$ cat src/rtl/sap1_pkg.sv
// +--------------------------------------------------------------------------+
// | sap1_pkg : shared opcodes, sequencer states and control word for SAP-1    |
// | Rev 1.0                                                                   |
// +--------------------------------------------------------------------------+
`default_nettype none
`timescale 1ns/1ps

package sap1_pkg;

   localparam logic [3:0] OP_LDA = 4'b0000;
   localparam logic [3:0] OP_ADD = 4'b0001;
   localparam logic [3:0] OP_SUB = 4'b0010;
   localparam logic [3:0] OP_OUT = 4'b1110;
   localparam logic [3:0] OP_HLT = 4'b1111;

   typedef enum logic [2:0] {
      T1   = 3'd0,
      T2   = 3'd1,
      T3   = 3'd2,
      T4   = 3'd3,
      T5   = 3'd4,
      T6   = 3'd5,
      HALT = 3'd6
   } t_state_e;

   // Field order matches the classic SAP-1 control word listing.
   typedef struct packed {
      logic cp;
      logic ep;
      logic lm_n;
      logic ce_n;
      logic li_n;
      logic ei_n;
      logic la_n;
      logic ea;
      logic su;
      logic eu;
      logic lb_n;
      logic lo_n;
   } ctrl_word_t;

   localparam ctrl_word_t CTRL_IDLE = '{
      cp: 1'b0, ep: 1'b0, lm_n: 1'b1, ce_n: 1'b1, li_n: 1'b1, ei_n: 1'b1,
      la_n: 1'b1, ea: 1'b0, su: 1'b0, eu: 1'b0, lb_n: 1'b1, lo_n: 1'b1
   };

endpackage

`default_nettype wire

$ cat src/rtl/sap1_ring_counter.sv
// +--------------------------------------------------------------------------+
// | sap1_ring_counter : T1..T6 ring sequencer with sticky HALT state         |
// | Rev 1.0                                                                   |
// +--------------------------------------------------------------------------+
`default_nettype none
`timescale 1ns/1ps

module sap1_ring_counter
   import sap1_pkg::*;
(
   input  logic       clk,
   input  logic       rst,
   input  logic       halt_req,
   output logic [2:0] state
);

   t_state_e state_q;

   always_ff @(posedge clk) begin
      if (rst) begin
         state_q <= T1;
      end else begin
         unique case (state_q)
            T1:      state_q <= T2;
            T2:      state_q <= T3;
            T3:      state_q <= T4;
            T4:      state_q <= halt_req ? HALT : T5;
            T5:      state_q <= T6;
            T6:      state_q <= T1;
            HALT:    state_q <= HALT;
            default: state_q <= T1;
         endcase
      end
   end

   assign state = state_q;

endmodule

`default_nettype wire

$ cat src/rtl/sap1_controller.sv
// +--------------------------------------------------------------------------+
// | sap1_controller : SAP-1 instruction register and control-word decoder    |
// | Rev 1.0                                                                   |
// +--------------------------------------------------------------------------+
`default_nettype none
`timescale 1ns/1ps

module sap1_controller
   import sap1_pkg::*;
(
   input  logic       clk,
   input  logic       rst,
   input  logic [7:0] W,
   output logic       Cp,
   output logic       Ep,
   output logic       Lm_barra,
   output logic       CE_barra,
   output logic       Li_barra,
   output logic       Ei_barra,
   output logic       La_barra,
   output logic       Ea,
   output logic       Su,
   output logic       Eu,
   output logic       Lb_barra,
   output logic       Lo_barra,
   output logic [3:0] ir_opcode,
   output logic [3:0] ir_operand,
   output logic       halted
);

   logic [7:0] ir_q;
   logic [2:0] state_raw;
   t_state_e   state;
   logic       halt_req;
   ctrl_word_t ctrl;
   ctrl_word_t ctrl_o;

   assign state    = t_state_e'(state_raw);
   assign halt_req = (state == T4) && (ir_q[7:4] == OP_HLT);

   sap1_ring_counter u_ring (
      .clk      (clk),
      .rst      (rst),
      .halt_req (halt_req),
      .state    (state_raw)
   );

   // IR only samples W during T3, so garbage on W elsewhere never reaches it.
   always_ff @(posedge clk) begin
      if (rst) begin
         ir_q <= 8'h00;
      end else if (state == T3) begin
         ir_q <= W;
      end
   end

   always_comb begin
      ctrl = CTRL_IDLE;
      unique case (state)
         T1: begin
            ctrl.ep   = 1'b1;
            ctrl.lm_n = 1'b0;
         end
         T2: ctrl.cp = 1'b1;
         T3: begin
            ctrl.ce_n = 1'b0;
            ctrl.li_n = 1'b0;
         end
         T4: begin
            if (ir_q[7:4] == OP_LDA || ir_q[7:4] == OP_ADD || ir_q[7:4] == OP_SUB) begin
               ctrl.lm_n = 1'b0;
               ctrl.ei_n = 1'b0;
            end else if (ir_q[7:4] == OP_OUT) begin
               ctrl.ea   = 1'b1;
               ctrl.lo_n = 1'b0;
            end
         end
         T5: begin
            if (ir_q[7:4] == OP_LDA) begin
               ctrl.ce_n = 1'b0;
               ctrl.la_n = 1'b0;
            end else if (ir_q[7:4] == OP_ADD || ir_q[7:4] == OP_SUB) begin
               ctrl.ce_n = 1'b0;
               ctrl.lb_n = 1'b0;
               ctrl.su   = (ir_q[7:4] == OP_SUB);
            end
         end
         T6: begin
            if (ir_q[7:4] == OP_ADD || ir_q[7:4] == OP_SUB) begin
               ctrl.eu   = 1'b1;
               ctrl.la_n = 1'b0;
               ctrl.su   = (ir_q[7:4] == OP_SUB);
            end
         end
         default: ctrl = CTRL_IDLE;
      endcase
   end

   // Reset overrides the decode so nothing pulses while rst is held.
   assign ctrl_o = rst ? CTRL_IDLE : ctrl;

   assign Cp         = ctrl_o.cp;
   assign Ep         = ctrl_o.ep;
   assign Lm_barra   = ctrl_o.lm_n;
   assign CE_barra   = ctrl_o.ce_n;
   assign Li_barra   = ctrl_o.li_n;
   assign Ei_barra   = ctrl_o.ei_n;
   assign La_barra   = ctrl_o.la_n;
   assign Ea         = ctrl_o.ea;
   assign Su         = ctrl_o.su;
   assign Eu         = ctrl_o.eu;
   assign Lb_barra   = ctrl_o.lb_n;
   assign Lo_barra   = ctrl_o.lo_n;
   assign ir_opcode  = ir_q[7:4];
   assign ir_operand = ir_q[3:0];
   assign halted     = !rst && (state == HALT);

endmodule

`default_nettype wire

$ cat config.mk
export PLATFORM = sky130hd
export DESIGN_NAME = sap1_controller
export DESIGN_NICKNAME = d
export VERILOG_FILES = /design/src/rtl/sap1_pkg.sv /design/src/rtl/sap1_ring_counter.sv /design/src/rtl/sap1_controller.sv
export SDC_FILE = /design/constraint.sdc
export NUM_CORES = 1
export LEC_CHECK = 0
export BUFFER_PORTS_ARGS = -buffer_cell sky130_fd_sc_hd__buf_2
export CORE_UTILIZATION = 42
export DETAILED_ROUTE_END_ITERATION = 8
export PLACE_DENSITY_LB_ADDON = 0.2
export SLEW_MARGIN = 20
export SYNTH_ARGS = -nofsm -noshare
export SYNTH_HDL_FRONTEND = slang
export SYNTH_SLANG_ARGS = --single-unit
$ cat constraint.sdc
create_clock -name clk -period 2 [get_ports clk]
set_clock_uncertainty 0.15 [all_clocks]
set_input_delay 0.4 -clock clk [delete_from_list [all_inputs] [get_ports clk]]
set_output_delay 0.4 -clock clk [all_outputs]
set_load 0.005 [all_outputs]
==> results of run 1 <==
worst max-delay path: cells and delay by family, from the launching register on:
| kind | cells | cell delay, ps |
|---|---|---|
| and+or+nand+nor | 1 | 340 |
| DFF | 1 | 350 |
| AOI/OAI and AO/OA | 1 | 310 |
| buffers and inverters | 1 | 130 |
stage by stage:
stage,setup WS [ps],cell area (µm²),util,hold WS (ps)
final,61.5,807,0.613,218
after global routing,-17.6,807,0.613,237
after CTS,14.4,802,0.609,210
after detailed placement,237,769,0.584,332
after global placement,260,769,0.584,319
after floorplan,352,597,-,328
final cells by class:
class                   instances  area share
clock buffers                   4      0.0326
repair buffers                 36       0.242
multi-input cells              51       0.414
inverters                       2     0.00930
well taps                      15      0.0233
flip-flops and latches         11       0.279
worst paths after layout:
kind	endpoint	slack, ps	depth (start not counted)
worst max-delay path	Ei_barra	60	3
worst min-delay path	ir_q[5]	220	3
worst max register to register	ir_q[7]	490	4
worst min register to register	ir_q[1]	340	2
cell usage in the layout (no fill, tap or decap), drive strengths merged:
master and count:
or3 1, mux2i 9, nand2 3, and4b 1
inv 2, nor2 15, dfxtp 11, o21ai 3
a21o 1, and3b 1, nand4 2, nand3b 1
and3 2, o211ai 1, buf 36, nor4 2
nor3b 1, a211oi 2, nand2b 2, a211o 1
xor2 2, nor2b 1, clkbuf 4
logic make-up after synthesis:
group / count (synthesis) / synth area share
AND/OR/NAND/NOR: 32 / 0.279
AO/OA/AOI/OAI: 8 / 0.0901
buffers and inverters: 9 / 0.0818
multiplexers: 9 / 0.151
flip-flops: 11 / 0.369
XOR/XNOR: 2 / 0.0294
cell usage after synthesis (all sizes together):
cell type	number
and4b	1
nor4	2
xor2	2
nand2	3
nand4	2
o211ai	1
inv	2
mux2i	9
buf	5
and3b	1
nand3b	1
o21ai	3
a21o	1
a211oi	2
nand2b	2
and3	2
dfxtp	11
or3	1
nor2b	1
nor2	15
a211o	1
clkbuf	2
nor3b	1
sequential cells by signal, summed over array words and instances, names as in the netlist:
name          cells
ir_q              8
u_ring.state      3
power by group:
part / internal [mW] / switching (mW)
logic: 0.0547 / 0.0493
clock network: 0.0769 / 0.0675
registers: 0.233 / 0.0170
total: 0.365 / 0.134
repair_timing:
action                     CTS  global route
setup endpoints to repair    2             7
gates cloned                 0             0
pin swaps                    0             1
resized for setup            1             4
per-layer routing:
layer	vias to the layer above	share of wire
met4	0	0.0040
met1	271	0.46
met2	18	0.48
li1	311	-
met3	2	0.048
met5	-	0
==> impl_metrics.json, run 1 <==
{
  "portBuffers": 30,
  "r2r_start": "u_ring.state[1]",
  "critPathKind": "flop to output pin",
  "hold_viol": 0,
  "power_density_mw_per_mm2": 618,
  "final_layout_size_suffix_gt1_frac": 0.442,
  "n_antenna_cell": 0,
  "finalNonFillerCells": 119,
  "rsz0062_at_grt": "yes",
  "fmax_ghz": 0.516,
  "route.vias.total": 602,
  "finalSetupViolCount": 0,
  "peakVddDrop_mv": 0.437,
  "power.total_mw": 0.499,
  "syn_to_final_growth_pct": 35.2,
  "grt_usage": 0.195,
  "finalCritPeriodShare": 0.969,
  "nFillCells": 126,
  "yosysTopAreaCell": "dfxtp_1",
  "clkLatencyLatePin_ps": 260,
  "grt_max_degree": 14,
  "period_needed_ps": 1940,
  "avgSynthCellArea_um2": 8.41,
  "htree_levels": 1,
  "slew_headroom": 0.739,
  "dp_hpwl_um": 942,
  "leakage_nw": 0.412,
  "syn_area_um2": 597,
  "min-delay-start": "W[5]",
  "crit_start": "ir_q[7]",
  "worstMarginPinSlew_ps": 390,
  "yosys_warnings": 0,
  "ff_latch_area_um2": 225,
  "numCtsBuffers": 3,
  "maxSlewViolCount": 0,
  "grt_pass1_wl_um": 2030,
  "ys_seq_area_frac": 0.369,
  "use_met2": 0.336,
  "syn_nets": 81,
  "critical_path_required_ps": 1450,
  "finalWirelength_um": 1240,
  "cp-end-kind": "output pin",
  "clockRootBuffer": "clkbuf_4",
  "grt_pass1_vias": 490,
  "antenna_found_initial": 0,
  "worstPathArrival_ps": 1390,
  "die_h_um": 39.7,
  "die_area_mm2": 0.00158,
  "crit_path_start_kind": "flop",
  "path_max_fanout": 6,
  "hold_path.class": "primary input to flop",
  "cpPeakStageDelay_ps": 350,
  "placementRows": 13,
  "num-nets-final": 115,
  "ys_seq_elements": 11,
  "grt.busiest_layer": "met2",
  "grt_util_met3": 0.0170,
  "post_cts_buffers": 0,
  "cp_slowest_cell": "dfxtp_2",
  "clk_pin_slew_ps": 70,
  "first_pass_iters": 4,
  "multi_input_area_um2": 334,
  "dpl.cell_count": 115,
  "cts_buffer_depth": 2,
  "tns_ps": 0,
  "synth.distinct_cells": 25,
  "ios": 31,
  "synth_top_area_frac": 0.369,
  "clock_sinks": 11,
  "postSynthCellCount": 71,
  "core-area_mm2": 0.00132,
  "routabilityCongestion": 0.647,
  "cts_hold_buffers": 0,
  "synth_area_leaders": "dfxtp_1, mux2i_1, nor2_1, xor2_1, buf_2",
  "vias_per_cell": 5.06,
  "post_drt_wl_per_cell_um": 10.4,
  "start_util": 0.453,
  "postRouteAntennaNets": 0,
  "status": "finished clean",
  "path_cells": "a211o_1, or3_1, buf_2",
  "grt_util_met1": 0.234,
  "drv_cap": 0,
  "drcViolationCount": 0,
  "cts_tree": "done",
  "first_iter_violations": 10,
  "fp.dieW_um": 39.7,
  "grt-ovfl-total": 0
}
No activity file was read; power rests on OpenSTA's default activity.
==> inputs of run 2 (changes only) <==
- BUFFER_PORTS_ARGS: -buffer_cell sky130_fd_sc_hd__buf_2 -> unset
- CORE_UTILIZATION: 42 -> 45
- DONT_BUFFER_PORTS: unset -> 1
- SYNTH_HIERARCHICAL: unset -> 1
==> impl_metrics.json, run 2 <==
{
  "yosys_warnings": 6,
  "layout_common_cells": "nor2_1, mux2i_1, dfxtp_1, dfxtp_2, nand2b_1",
  "worstMarginPinSlew_ps": 375,
  "rsz0062_at_grt": "no",
  "dp_hpwl_um": 814,
  "cts_buffer_depth": 2,
  "htree_levels": 1,
  "clk_pin_slew_ps": 70,
  "start_util": 0.512,
  "synth_area_leaders": "dfxtp_1, mux2i_1, nor2_1, nand2b_1, nor3_1",
  "syn_to_final_growth_pct": 10.6,
  "leakage_nw": 0.236,
  "mostFrequentLayoutCell": "nor2_1",
  "grt_pass1_wl_um": 1700,
  "syn_area_um2": 599,
  "die_h_um": 38.5,
  "largest_reg_flops": 8,
  "core-area_mm2": 0.00117,
  "tns_ps": 0,
  "grt-ovfl-total": 0,
  "postSynthCellCount": 72,
  "portBuffers": 0,
  "synth_ff_type": "dfxtp_1",
  "cp_slowest_cell": "or3_4",
  "synth_most_common_cell": "nor2_1",
  "first_iter_violations": 5,
  "clockRootBuffer": "clkbuf_4",
  "p_sw_mw": 0.121,
  "reg2reg_depth": 5,
  "p_sw_frac": 0.262,
  "crit_path_start_kind": "flop",
  "path_max_fanout": 5,
  "grt_usage": 0.172,
  "hold_viol": 0,
  "avgSynthCellArea_um2": 8.32,
  "path_cells": "or3_4, or3b_1",
  "fmax_ghz": 0.516,
  "n_antenna_cell": 0,
  "die_area_mm2": 0.00148,
  "fp.dieW_um": 38.5,
  "drv_cap": 0,
  "regMostFlops": "ir_q",
  "slew_headroom": 0.747,
  "ys_async_sr_fraction": 0,
  "synthTopCellsByCount": "nor2_1, dfxtp_1, mux2i_1",
  "route.vias.total": 507,
  "postRouteAntennaNets": 0,
  "period_needed_ps": 1940,
  "status": "finished clean",
  "hold_path.class": "primary input to flop",
  "place_area_um2": 619,
  "seqPwrFrac": 0.543,
  "maxSlewViolCount": 0,
  "post_drt_wl_per_cell_um": 12.7,
  "ys_seq_area_frac": 0.367,
  "finalWirelength_um": 1130,
  "first_pass_iters": 4,
  "drcViolationCount": 0,
  "routabilityCongestion": 0.661,
  "clock_sinks": 11,
  "finalCritPeriodShare": 0.970,
  "crit_cells": 2,
  "ios": 31,
  "combPwrFrac": 0.143,
  "placementRows": 12,
  "peakVddDrop_mv": 0.473,
  "synth_edf_count": 0,
  "power_density_mw_per_mm2": 698,
  "vias_per_cell": 5.70,
  "yosysTopAreaCell": "dfxtp_1",
  "ys_seq_elements": 11,
  "clockPowerShare": 0.314,
  "finalSetupViolCount": 0,
  "cts_tree": "done",
  "grt_pass1_vias": 430,
  "synth.distinct_cells": 30,
  "synth_top_area_frac": 0.367,
  "worstPathArrival_ps": 1390,
  "final_layout_size_suffix_gt1_frac": 0.200,
  "p_int_mw": 0.342,
  "nFillCells": 125,
  "numCtsBuffers": 3,
  "path_delay_family": "simple AND/OR/NAND/NOR gates",
  "hold_path_depth": 1,
  "postLayoutCellArea_um2": 663,
  "critical_path_required_ps": 1450,
  "clkLatencyLatePin_ps": 260,
  "worst-path-buf-inv": 0,
  "num-nets-final": 86,
  "syn_nets": 82,
  "critPathKind": "flop to output pin",
  "antenna_found_initial": 0,
  "grt_max_degree": 20,
  "cp-end-kind": "output pin",
  "cpPeakStageDelay_ps": 400
}
run 2: cell count changes after synthesis, sizes merged, moves of 2 or more:
cell    change
nor3        +3
nand2b      +2
buf         -3
nor2        -2
and2b       +2
a21oi       +2
run 2: power groups by stage:
| stage | Combinational [mW] | Sequential, mW | Clock [mW] |
|---|---|---|---|
| after detailed placement | 0.0644 | 0.255 | 0 |
| after floorplan | 0.0583 | 0.249 | 0 |
| after global placement | 0.0626 | 0.255 | 0 |
| after global routing | 0.0745 | 0.254 | 0.167 |
| final | 0.0661 | 0.252 | 0.145 |
| after CTS | 0.0667 | 0.251 | 0.155 |
run 2: per-stage QoR:
step	instances	util	hold WS (ps)	power, mW	setup slack, ps
6_report	89	0.566	41.6	0.463	60.4
5_1_grt	89	0.566	17.3	0.496	0.638
4_1_cts	89	0.562	33.9	0.472	3.93
3_5_place_dp	85	0.529	323	0.319	249
3_3_place_gp	85	0.529	322	0.317	276
2_1_floorplan	72	-	319	0.308	304
run 2: metal layers:
metal,GRT usage,share of wire,vias to the layer above
li1,-,-,261
met1,0.201,0.46,218
met2,0.275,0.43,26
met3,0.0291,0.10,2
met4,0.129,0.0097,0
met5,0,0,-
run 2: worst paths after layout:
path,slack [ps],startpoint,endpoint
worst max-delay path,60,ir_q[6],La_barra
worst min register to register,380,ir_q[3],ir_q[3]
worst max register to register,540,u_ring/state[1],ir_q[7]
worst min-delay path,40,rst,ir_q[4]
run 2: kinds of logic after synthesis:
family          synth area share
compound gates            0.0751
xor+xnor                  0.0292
buf+inv                   0.0397
flops                      0.367
mux                        0.134
simple gates               0.355
run 2: cell type report:
cell class,count,area [µm²],share of cell area
inverter,1,3.75,0.00566
tap,14,17.5,0.0264
multi-input combinational,56,365,0.551
clock buffer,3,22.5,0.0340
timing repair buffer,3,22.5,0.0340
sequential,11,226,0.342
clock inverter,1,5.00,0.00755
run 2: what timing repair did:
item / 4_1_cts / 5_1_grt
setup buffers: 0 / 0
setup endpoints to repair: 3 / 5
hold buffers: 0 / 0
hold endpoints to repair: 0 / 0
gates resized for setup: 3 / 4
run 2: worst register-to-register path, stage by stage (launching register included):
cell	delay (ps)
dfxtp_2	380
buf_4	150
nor3b_1	180
buf_4	220
mux2i_1	210
nor2_1	60
